--- config.mk ---
export PLATFORM = sky130hd
export DESIGN_NAME = xilinx_rst_seq
export DESIGN_NICKNAME = d
export VERILOG_FILES = /design/src/rtl/xilinx_rst_seq.sv
export SDC_FILE = /design/constraint.sdc
export NUM_CORES = 1
export LEC_CHECK = 0
export ABC_AREA = 1
export CAP_MARGIN = 15
export CORE_MARGIN = 2
export CORE_UTILIZATION = 35
export DETAILED_ROUTE_END_ITERATION = 10
export PLACE_DENSITY = 0.61
export RECOVER_POWER = 25
export SYNTH_ARGS = -nofsm -noshare
export SYNTH_HDL_FRONTEND = slang
export SYNTH_SLANG_ARGS = --single-unit
--- constraint.sdc ---
create_clock -name clk_i -period 1.5 [get_ports clk_i]
set_input_delay 0.225 -clock clk_i [delete_from_list [all_inputs] [get_ports clk_i]]
set_output_delay 0.225 -clock clk_i [all_outputs]
set_load 0.02 [all_outputs]
--- src/rtl/xilinx_rst_seq.sv ---
// Reset sequencer between the clock wizard / board button / VIO and the
// Cheshire SoC. Synchronizes and debounces the reset sources, holds the SoC
// in reset for HoldCycles after all sources go quiet, releases the SoC, then
// releases USB UsbDelayCycles later. Boot-mode switches are captured at the
// SoC release point and the cause of the last reset is reported.
module xilinx_rst_seq #(
  parameter int HoldCycles     = 64,
  parameter int UsbDelayCycles = 16,
  parameter int DebounceCycles = 1000
) (
  input  logic       clk_i,
  input  logic       rst_ni,
  input  logic       locked_i,
  input  logic       btn_rst_i,
  input  logic       vio_rst_i,
  input  logic       test_mode_i,
  input  logic [1:0] boot_mode_i,
  output logic       soc_rst_no,
  output logic       usb_rst_no,
  output logic [1:0] boot_mode_o,
  output logic [1:0] rst_cause_o,
  output logic       busy_o
);

  localparam int MaxHU     = (HoldCycles > UsbDelayCycles) ? HoldCycles : UsbDelayCycles;
  localparam int MaxCycles = (MaxHU > DebounceCycles) ? MaxHU : DebounceCycles;
  localparam int CntW      = $clog2(MaxCycles) + 1;

  localparam logic [1:0] CauseBtn  = 2'd1;
  localparam logic [1:0] CauseVio  = 2'd2;
  localparam logic [1:0] CauseLock = 2'd3;

  typedef enum logic [1:0] {WAIT_SRC, HOLD, USB_WAIT, RUN} state_e;

  logic            locked_meta_q, locked_sync_q;
  logic            btn_meta_q, btn_sync_q;
  logic [CntW-1:0] db_cnt_q, db_cnt_d;
  logic            btn_db_q, btn_db_d;
  state_e          state_q, state_d;
  logic [CntW-1:0] cnt_q, cnt_d;
  logic            soc_q, soc_d;
  logic            usb_q, usb_d;
  logic [1:0]      boot_q, boot_d;
  logic [1:0]      cause_q, cause_d;
  logic            busy_q, busy_d;
  logic            src_act;
  logic [1:0]      cause_now;

  // Two-flop synchronizers for the asynchronous lock and button inputs
  always_ff @(posedge clk_i or negedge rst_ni) begin
    if (!rst_ni) begin
      locked_meta_q <= 1'b0;
      locked_sync_q <= 1'b0;
      btn_meta_q    <= 1'b0;
      btn_sync_q    <= 1'b0;
    end else begin
      locked_meta_q <= locked_i;
      locked_sync_q <= locked_meta_q;
      btn_meta_q    <= btn_rst_i;
      btn_sync_q    <= btn_meta_q;
    end
  end

  // Debouncer: flip the filtered button only after DebounceCycles of disagreement
  always_comb begin
    db_cnt_d = db_cnt_q;
    btn_db_d = btn_db_q;
    if (btn_sync_q == btn_db_q) begin
      db_cnt_d = '0;
    end else if (db_cnt_q == CntW'(DebounceCycles - 1)) begin
      btn_db_d = ~btn_db_q;
      db_cnt_d = '0;
    end else begin
      db_cnt_d = db_cnt_q + CntW'(1);
    end
  end

  // Debouncer state
  always_ff @(posedge clk_i or negedge rst_ni) begin
    if (!rst_ni) begin
      db_cnt_q <= '0;
      btn_db_q <= 1'b0;
    end else begin
      db_cnt_q <= db_cnt_d;
      btn_db_q <= btn_db_d;
    end
  end

  // Any source holding the SoC in reset; lock loss outranks button outranks VIO
  always_comb begin
    src_act = ~locked_sync_q | btn_db_q | vio_rst_i;
    if (!locked_sync_q) begin
      cause_now = CauseLock;
    end else if (btn_db_q) begin
      cause_now = CauseBtn;
    end else begin
      cause_now = CauseVio;
    end
  end

  // FSM state and sequencing counter
  always_ff @(posedge clk_i or negedge rst_ni) begin
    if (!rst_ni) begin
      state_q <= WAIT_SRC;
      cnt_q   <= '0;
    end else begin
      state_q <= state_d;
      cnt_q   <= cnt_d;
    end
  end

  // Next-state logic; the counter clears on every terminal value so it never wraps
  always_comb begin
    state_d = state_q;
    cnt_d   = cnt_q;
    unique case (state_q)
      WAIT_SRC: begin
        if (!src_act) begin
          state_d = HOLD;
          cnt_d   = '0;
        end
      end
      HOLD: begin
        if (src_act) begin
          state_d = WAIT_SRC;
          cnt_d   = '0;
        end else if (cnt_q == CntW'(HoldCycles - 1)) begin
          state_d = USB_WAIT;
          cnt_d   = '0;
        end else begin
          cnt_d = cnt_q + CntW'(1);
        end
      end
      USB_WAIT: begin
        if (src_act) begin
          state_d = WAIT_SRC;
          cnt_d   = '0;
        end else if (cnt_q == CntW'(UsbDelayCycles - 1)) begin
          state_d = RUN;
          cnt_d   = '0;
        end else begin
          cnt_d = cnt_q + CntW'(1);
        end
      end
      RUN: begin
        if (src_act) begin
          state_d = WAIT_SRC;
          cnt_d   = '0;
        end
      end
      default: begin
        state_d = WAIT_SRC;
        cnt_d   = '0;
      end
    endcase
  end

  // Output next values, derived from the transition taken on this edge
  always_comb begin
    soc_d   = soc_q;
    usb_d   = usb_q;
    boot_d  = boot_q;
    cause_d = cause_q;
    busy_d  = busy_q;
    if (state_q != WAIT_SRC && state_d == WAIT_SRC) begin
      soc_d   = 1'b0;
      usb_d   = 1'b0;
      busy_d  = 1'b1;
      cause_d = cause_now;
    end
    if (state_q == HOLD && state_d == USB_WAIT) begin
      soc_d  = 1'b1;
      boot_d = boot_mode_i;
    end
    if (state_q == USB_WAIT && state_d == RUN) begin
      usb_d  = 1'b1;
      busy_d = 1'b0;
    end
  end

  // Registered outputs
  always_ff @(posedge clk_i or negedge rst_ni) begin
    if (!rst_ni) begin
      soc_q   <= 1'b0;
      usb_q   <= 1'b0;
      boot_q  <= 2'b00;
      cause_q <= 2'b00;
      busy_q  <= 1'b1;
    end else begin
      soc_q   <= soc_d;
      usb_q   <= usb_d;
      boot_q  <= boot_d;
      cause_q <= cause_d;
      busy_q  <= busy_d;
    end
  end

  // Test mode hands the reset outputs straight to the board reset
  assign soc_rst_no  = test_mode_i ? rst_ni : soc_q;
  assign usb_rst_no  = test_mode_i ? rst_ni : usb_q;
  assign boot_mode_o = boot_q;
  assign rst_cause_o = cause_q;
  assign busy_o      = busy_q;

endmodule
==> qor.csv, run 1 <==
metric;value;unit
Seq pwr share;0.364;
Mapped Cells;222;
Synth cell types;29;
core footprint;0.00544;mm^2
post-synth top area share;0.448;
routed length on met2;2.24;mm
global route total overflow;0;
all-layer global routing usage;0.146;
Sw Pwr;993;uW
Std-Cell Rows;27;
Root Buffer;clkbuf_8;
H-Tree Depth;2;
max cap viols;0;
Final Hold Fails;0;
initial antenna violation count;0;
Max clock buf depth;2;
CP Capture Type;flop;
WL/cell;12.1;um
flop and latch count out of synthesis;36;
syn nets;237;
layout cells sized above 1;0.345;
global-route wire length before repair;7.12;mm
CTS Buf Count;5;
pin count of the biggest net entering global routing;37;
ANT nets after route;0;
slew margin rel.;0.394;
final setup violation count;11;
run status;finished, violations left;
Final Cycle Share;1.07;
crit path max-delay cell type;dfrtp_1;
Peak VDD IR;0.602;mV
EDFF count, synth;0;
effective utilization at floorplan;0.359;
port bufs;14;
Iteration-0 DRC Markers;99;
vias in the first global route;1614;
Leak;0.00132;uW
clock tree sinks;36;
CP Cell Sequence;buf_6 > ha_4 > nor3_4 > nor3_2 > nand2_2 > nand3_4 > o21bai_1 > nand2_1;
Hold WC Path Type;in2async;
Synth Area per Inst;8.80;um^2
design area;0.00276;mm^2
Final Critical Period;1610;ps
DP Area;0.00241;mm^2
commonest cells after routing, fill and taps aside;nand2_1, buf_4, dfrtp_1;
Residual DRC;0;
Met1 Wirelength;1.82;mm
worst setup slack after layout;-107;ps
crit-path max cell delay;440;ps
Die Height;78.7;um
Combinational Power Share;0.354;
Clk network pwr share;0.283;
Worst Reg-to-Reg Cells;8;
fmax;0.622;GHz
Max Fanout on Critical Path;5;
clk_skew;5.52;ps
DP HPWL;2.79;mm
ys async rst share;1.00;
Syn-to-layout area delta;41.2;%
vias per cell;4.67;
WL final;4.30;mm
violations in the final reports;negative setup slack;
I/O pins;15;
register area share after synthesis;0.462;
gpl congestion;0.808;
Ant. Diodes;0;
RSZ-0062 raised after global routing;true;
Yosys warning count;0;
Sequential Area;903;um^2
uppermost layer routed;met4;
Clock Pin Slew Worst Setup and Hold Paths;70;ps
ys flop type;dfrtp_1;
Pint;2000;uW
crit start category;flop;
die area;0.00619;mm^2
clock latency on the worst-skew pair;290;ps
Crit Path Category;reg2reg;
area of the multi-input gates;0.00109;mm^2
WHS;262;ps
sw frac;0.332;
# nets final;298;
first-pass detailed-route iteration total;4;
critical path required time;1680;ps
Vias;1663;
Synth area leader;dfrtp_1;
Filler Cell Count;488;
synth top area cells;dfrtp_1, nand2_1, inv_1;
WP data arrival;1790;ps
commonest non-fill, non-tap cell in the layout;nand2_1;
power per cell area;1090;mW/mm^2
Slew Viols, Final;0;
metal3 WL;195;um
Mapped Area;0.00195;mm^2
Slew @ Worst Pin;909;ps
CTS tree;done;
Die Wd;78.7;um
==> Yosys cell counts, types with 3 or more instances <==
master     n
a21oi_1    9
dfrtp_1   35
ha_1       7
inv_1     27
nand2_1   43
nand2_2    6
nand3_1   16
nand3_2    5
nand4_1    4
nor2_1    22
nor2_4     3
nor3_1     7
o21ai_0    5
o21bai_1   4
xor2_1     9
==> worst paths after layout <==
path / to / start / slack, ps
max in group asynchronous: state_q[0]$_DFF_PN0_ / rst_ni / 610
hold / removal: cnt_q[1]$_DFFE_PN0P_ / rst_ni / 260
setup / recovery: soc_q$_DFFE_PN0P_ / state_q[1]$_DFF_PN0_ / -110
hold reg to reg: locked_sync_q$_DFF_PN0_ / locked_meta_q$_DFF_PN0_ / 350
min in group clk_i: locked_sync_q$_DFF_PN0_ / locked_meta_q$_DFF_PN0_ / 350
setup reg to reg: soc_q$_DFFE_PN0P_ / state_q[1]$_DFF_PN0_ / -110
==> final cells by class <==
class	count	area share
Clock buffer	6	0.0263
Sequential cell	36	0.328
Multi-Input combinational cell	157	0.397
Inverter	29	0.0404
Timing Repair Buffer	54	0.163
Clock inverter	2	0.0127
Tap cell	72	0.0327
==> per-stage QoR <==
stage | setup WS, ps | TNS (ps) | std cells | total power [uW] | utilization
floorplan | 13.3 | 0 | 222 | 1590 | -
global placement | -184 | -2170 | 339 | 1930 | 0.444
detailed placement | -220 | -2240 | 339 | 1940 | 0.444
CTS | -53.5 | -275 | 351 | 2850 | 0.482
global route | -209 | -2150 | 356 | 3190 | 0.507
finish | -107 | -653 | 356 | 2990 | 0.507
==> worst max-delay path: cells and delay by family (launching register included) <==
| family | cells | cell delay (ps) |
|---|---|---|
| AO/OA/AOI/OAI | 1 | 180 |
| adder cells (fa/ha/maj) | 1 | 170 |
| buffers and inverters | 1 | 150 |
| flip-flops | 1 | 440 |
| AND/OR/NAND/NOR | 5 | 560 |
==> kinds of logic (layout without fill, tap and decap cells) <==
| group | Yosys count | count (layout) | synth area share |
|---|---|---|---|
| AOI/OAI and AO/OA | 25 | 25 | 0.0884 |
| xor gates and xnor gates | 11 | 11 | 0.0493 |
| adders and majority gates | 7 | 7 | 0.0448 |
| buffers and inverters | 29 | 91 | 0.0557 |
| DFF | 36 | 36 | 0.462 |
| and+or+nand+nor | 114 | 114 | 0.300 |
==> layer usage <==
metal / GRT usage / vias to the layer above
met2: 0.256 / 36
met1: 0.178 / 779
met5: 0 / -
li1: - / 844
met4: 0.0421 / 0
met3: 0.0352 / 4
==> state kept, by name (all words and copies together), names as in the netlist <==
| name | count |
|---|---|
| usb_q | 1 |
| btn_sync_q | 1 |
| rst_cause_o | 2 |
| db_cnt_q | 11 |
| locked_meta_q | 1 |
| soc_q | 1 |
| btn_db_q | 1 |
| locked_sync_q | 1 |
| boot_mode_o | 2 |
| btn_meta_q | 1 |
| cnt_q | 11 |
| busy_o | 1 |
| state_q | 2 |
==> power by group through the flow <==
stage | sequential, uW | combinational, uW | clock, uW
after CTS | 1070 | 901 | 872
after global routing | 1100 | 1170 | 925
after detailed placement | 1090 | 852 | 0
after floorplan | 1130 | 460 | 0
final | 1090 | 1060 | 846
after global placement | 1090 | 845 | 0
==> repair_timing <==
action / 4_1_cts / 5_1_grt
gates resized for setup: 19 / 26
endpoints found under the hold margin: 0 / 0
gates cloned: 0 / 0
hold buffers: 0 / 0
buffers inserted: 4 / 5
pin swaps: 10 / 12
setup endpoints to repair: 19 / 23
Note: power is estimated with default switching activity, not from simulation.
==> run 2: changes to the inputs <==
Settings changed: PLACE_DENSITY 0.61 to 0.5.
==> run 2 against run 1 <==
The flow still finishes with violations (negative setup slack). Die area unchanged. Non-clock buffer count down 2. Clock power down 14%. Clock skew down 2.6 ps. Sequential share of layout area down 0.38 points. Combinational power up 8%. Worst setup slack better by 38 ps. Count of clock-buffer cells in the layout unchanged. Largest power group is now combinational cells.
==> qor.csv, run 2 (synthesized netlist as in run 1, its figures left out) <==
metric;value;unit;change
Top Registers;cnt_q (11), db_cnt_q (11);;unchanged
clk_skew;2.90;ps;was 5.52 ps
ANT nets after route;0;;unchanged
power per cell area;1060;mW/mm^2;was 1090 mW/mm^2
H-Tree Depth;2;;unchanged
global-route wire length before repair;7.18;mm;was 7.12 mm
core footprint;0.00544;mm^2;unchanged
area of the multi-input gates;0.00116;mm^2;was 0.00109 mm^2
global route total overflow;0;;unchanged
pre-CTS setup slack;-200;ps;was -220 ps
design area;0.00279;mm^2;was 0.00276 mm^2
CTS Buf Count;5;;unchanged
Die Height;78.7;um;unchanged
Slew Viols, Final;0;;unchanged
final setup violation count;12;;was 11
crit path max-delay cell type;dfrtp_1;;unchanged
commonest cells after routing, fill and taps aside;nand2_1, buf_4, dfrtp_1;;unchanged
Slew @ Worst Pin;901;ps;was 909 ps
all-layer global routing usage;0.150;;was 0.146
port bufs;14;;unchanged
# nets final;296;;was 298
crit-path max cell delay;410;ps;was 440 ps
initial antenna violation count;0;;unchanged
I/O pins;15;;unchanged
# hold bufs at CTS;0;;unchanged
Root Buffer;clkbuf_8;;unchanged
DP Area;0.00244;mm^2;was 0.00241 mm^2
Std-Cell Rows;27;;unchanged
DP HPWL;2.84;mm;was 2.79 mm
Finished Layout Cells;354;;was 356
CP Capture Type;flop;;unchanged
effective utilization at floorplan;0.359;;unchanged
vias in the first global route;1599;;was 1,614
Final Cycle Share;1.05;;was 1.07
worst setup slack after layout;-68.7;ps;was -107 ps
fmax;0.637;GHz;was 0.622 GHz
clock tree sinks;36;;unchanged
Max Fanout on Critical Path;3;;was 5
Crit Path Category;reg2reg;;unchanged
Syn-to-layout area delta;43.0;%;was 41.2%
WHS;273;ps;was 262 ps
Ant. Diodes;0;;unchanged
Hold WC Path Type;in2async;;unchanged
Residual DRC;0;;unchanged
first-pass detailed-route iteration total;4;;unchanged
Final Hold Fails;0;;unchanged
pin count of the biggest net entering global routing;37;;unchanged
Pwr Total;2960;uW;was 2990 uW
commonest non-fill, non-tap cell in the layout;nand2_1;;unchanged
gpl congestion;0.803;;was 0.808
run status;finished, violations left;;unchanged
max cap viols;0;;unchanged
Worst path top cell family by delay;simple AND/OR/NAND/NOR gates;;unchanged
Die Wd;78.7;um;unchanged
crit start category;flop;;unchanged
critical path required time;1740;ps;was 1680 ps
Vias;1618;;was 1,663
Filler Cell Count;521;;was 488
violations in the final reports;negative setup slack;;unchanged
WL final;4.15;mm;was 4.30 mm
Sequential Area;905;um^2;was 903 um^2
most frequent CP cell;buf_4;;
Iteration-0 DRC Markers;51;;was 99
CP Cell Sequence;ha_4 > nand3_4 > nor2_4 > nand2_2 > nand2_4 > buf_4 > a21boi_4 > buf_4 > nand4_1 > nand2_1;;was buf_6 > ha_4 > nor3_4 > nor3_2 > nand2_2 > nand3_4 > o21bai_1 > nand2_1
WL/cell;11.7;um;was 12.1 um
Final Critical Period;1570;ps;was 1610 ps
vias per cell;4.57;;was 4.67
WP data arrival;1800;ps;was 1790 ps
layout cells sized above 1;0.365;;was 0.345
WP buf/inv;2;;was 1
placed instance count;343;;was 339
die area;0.00619;mm^2;unchanged
Peak VDD IR;0.562;mV;was 0.602 mV
CTS tree;done;;unchanged
clock latency on the worst-skew pair;300;ps;was 290 ps
RSZ-0062 raised after global routing;true;;unchanged
Max clock buf depth;2;;unchanged
slew margin rel.;0.399;;was 0.394
Leak;0.00133;uW;was 0.00132 uW
Clock Pin Slew Worst Setup and Hold Paths;70;ps;about the same
-- run 2: cell types whose count changed in the layout (fill, tap and decap cells not counted), sizes merged --
cell    delta
buf        -2
bufinv     -1
clkinv     +1
-- run 2: report_power, final --
group          internal [uW]  switching [uW]  total [uW]
sequential              1030            55.9        1090
combinational            515             621        1140
clock                    367             365         731
-- run 2: per-stage QoR --
step	TNS, ps	util
2_1_floorplan	0	-
4_1_cts	-379	0.484
3_3_place_gp	-2720	0.449
3_5_place_dp	-2680	0.449
5_1_grt	-2170	0.514
6_report	-448	0.514
-- run 2: worst paths after layout --
| path | start | endpoint | slack (ps) | cells after the start |
|---|---|---|---|---|
| max | cnt_q[0]$_DFFE_PN0P_ | cnt_q[9]$_DFFE_PN0P_ | -70 | 10 |
| min | rst_ni | cnt_q[5]$_DFFE_PN0P_ | 270 | 2 |
| max in group asynchronous | rst_ni | state_q[0]$_DFF_PN0_ | 610 | 2 |
| min reg2reg | locked_meta_q$_DFF_PN0_ | locked_sync_q$_DFF_PN0_ | 350 | 0 |
| max reg2reg | cnt_q[0]$_DFFE_PN0P_ | cnt_q[9]$_DFFE_PN0P_ | -70 | 10 |
| min in group clk_i | locked_meta_q$_DFF_PN0_ | locked_sync_q$_DFF_PN0_ | 350 | 0 |
-- run 2: area by class of cell --
class / instances / share of cell area
multi-input combinational: 157 / 0.417
inverter: 29 / 0.0408
sequential: 36 / 0.324
timing repair buffer: 52 / 0.153
clock inverter: 2 / 0.00358
clock buffer: 6 / 0.0296
tap: 72 / 0.0322
-- run 2: what timing repair did --
item                       4_1_cts  5_1_grt
gates cloned                     0        0
setup endpoints to repair       18       24
gates resized for setup         27       30
pin swaps                       16       11
setup buffers                    1        2
-- run 2: per-layer routing --
metal,track usage,routed length [um],vias up
met1,0.200,1960,760
met5,0,0,-
met2,0.238,2020,15
li1,-,-,835
met3,0.0307,102,8
met4,0.0632,68,0
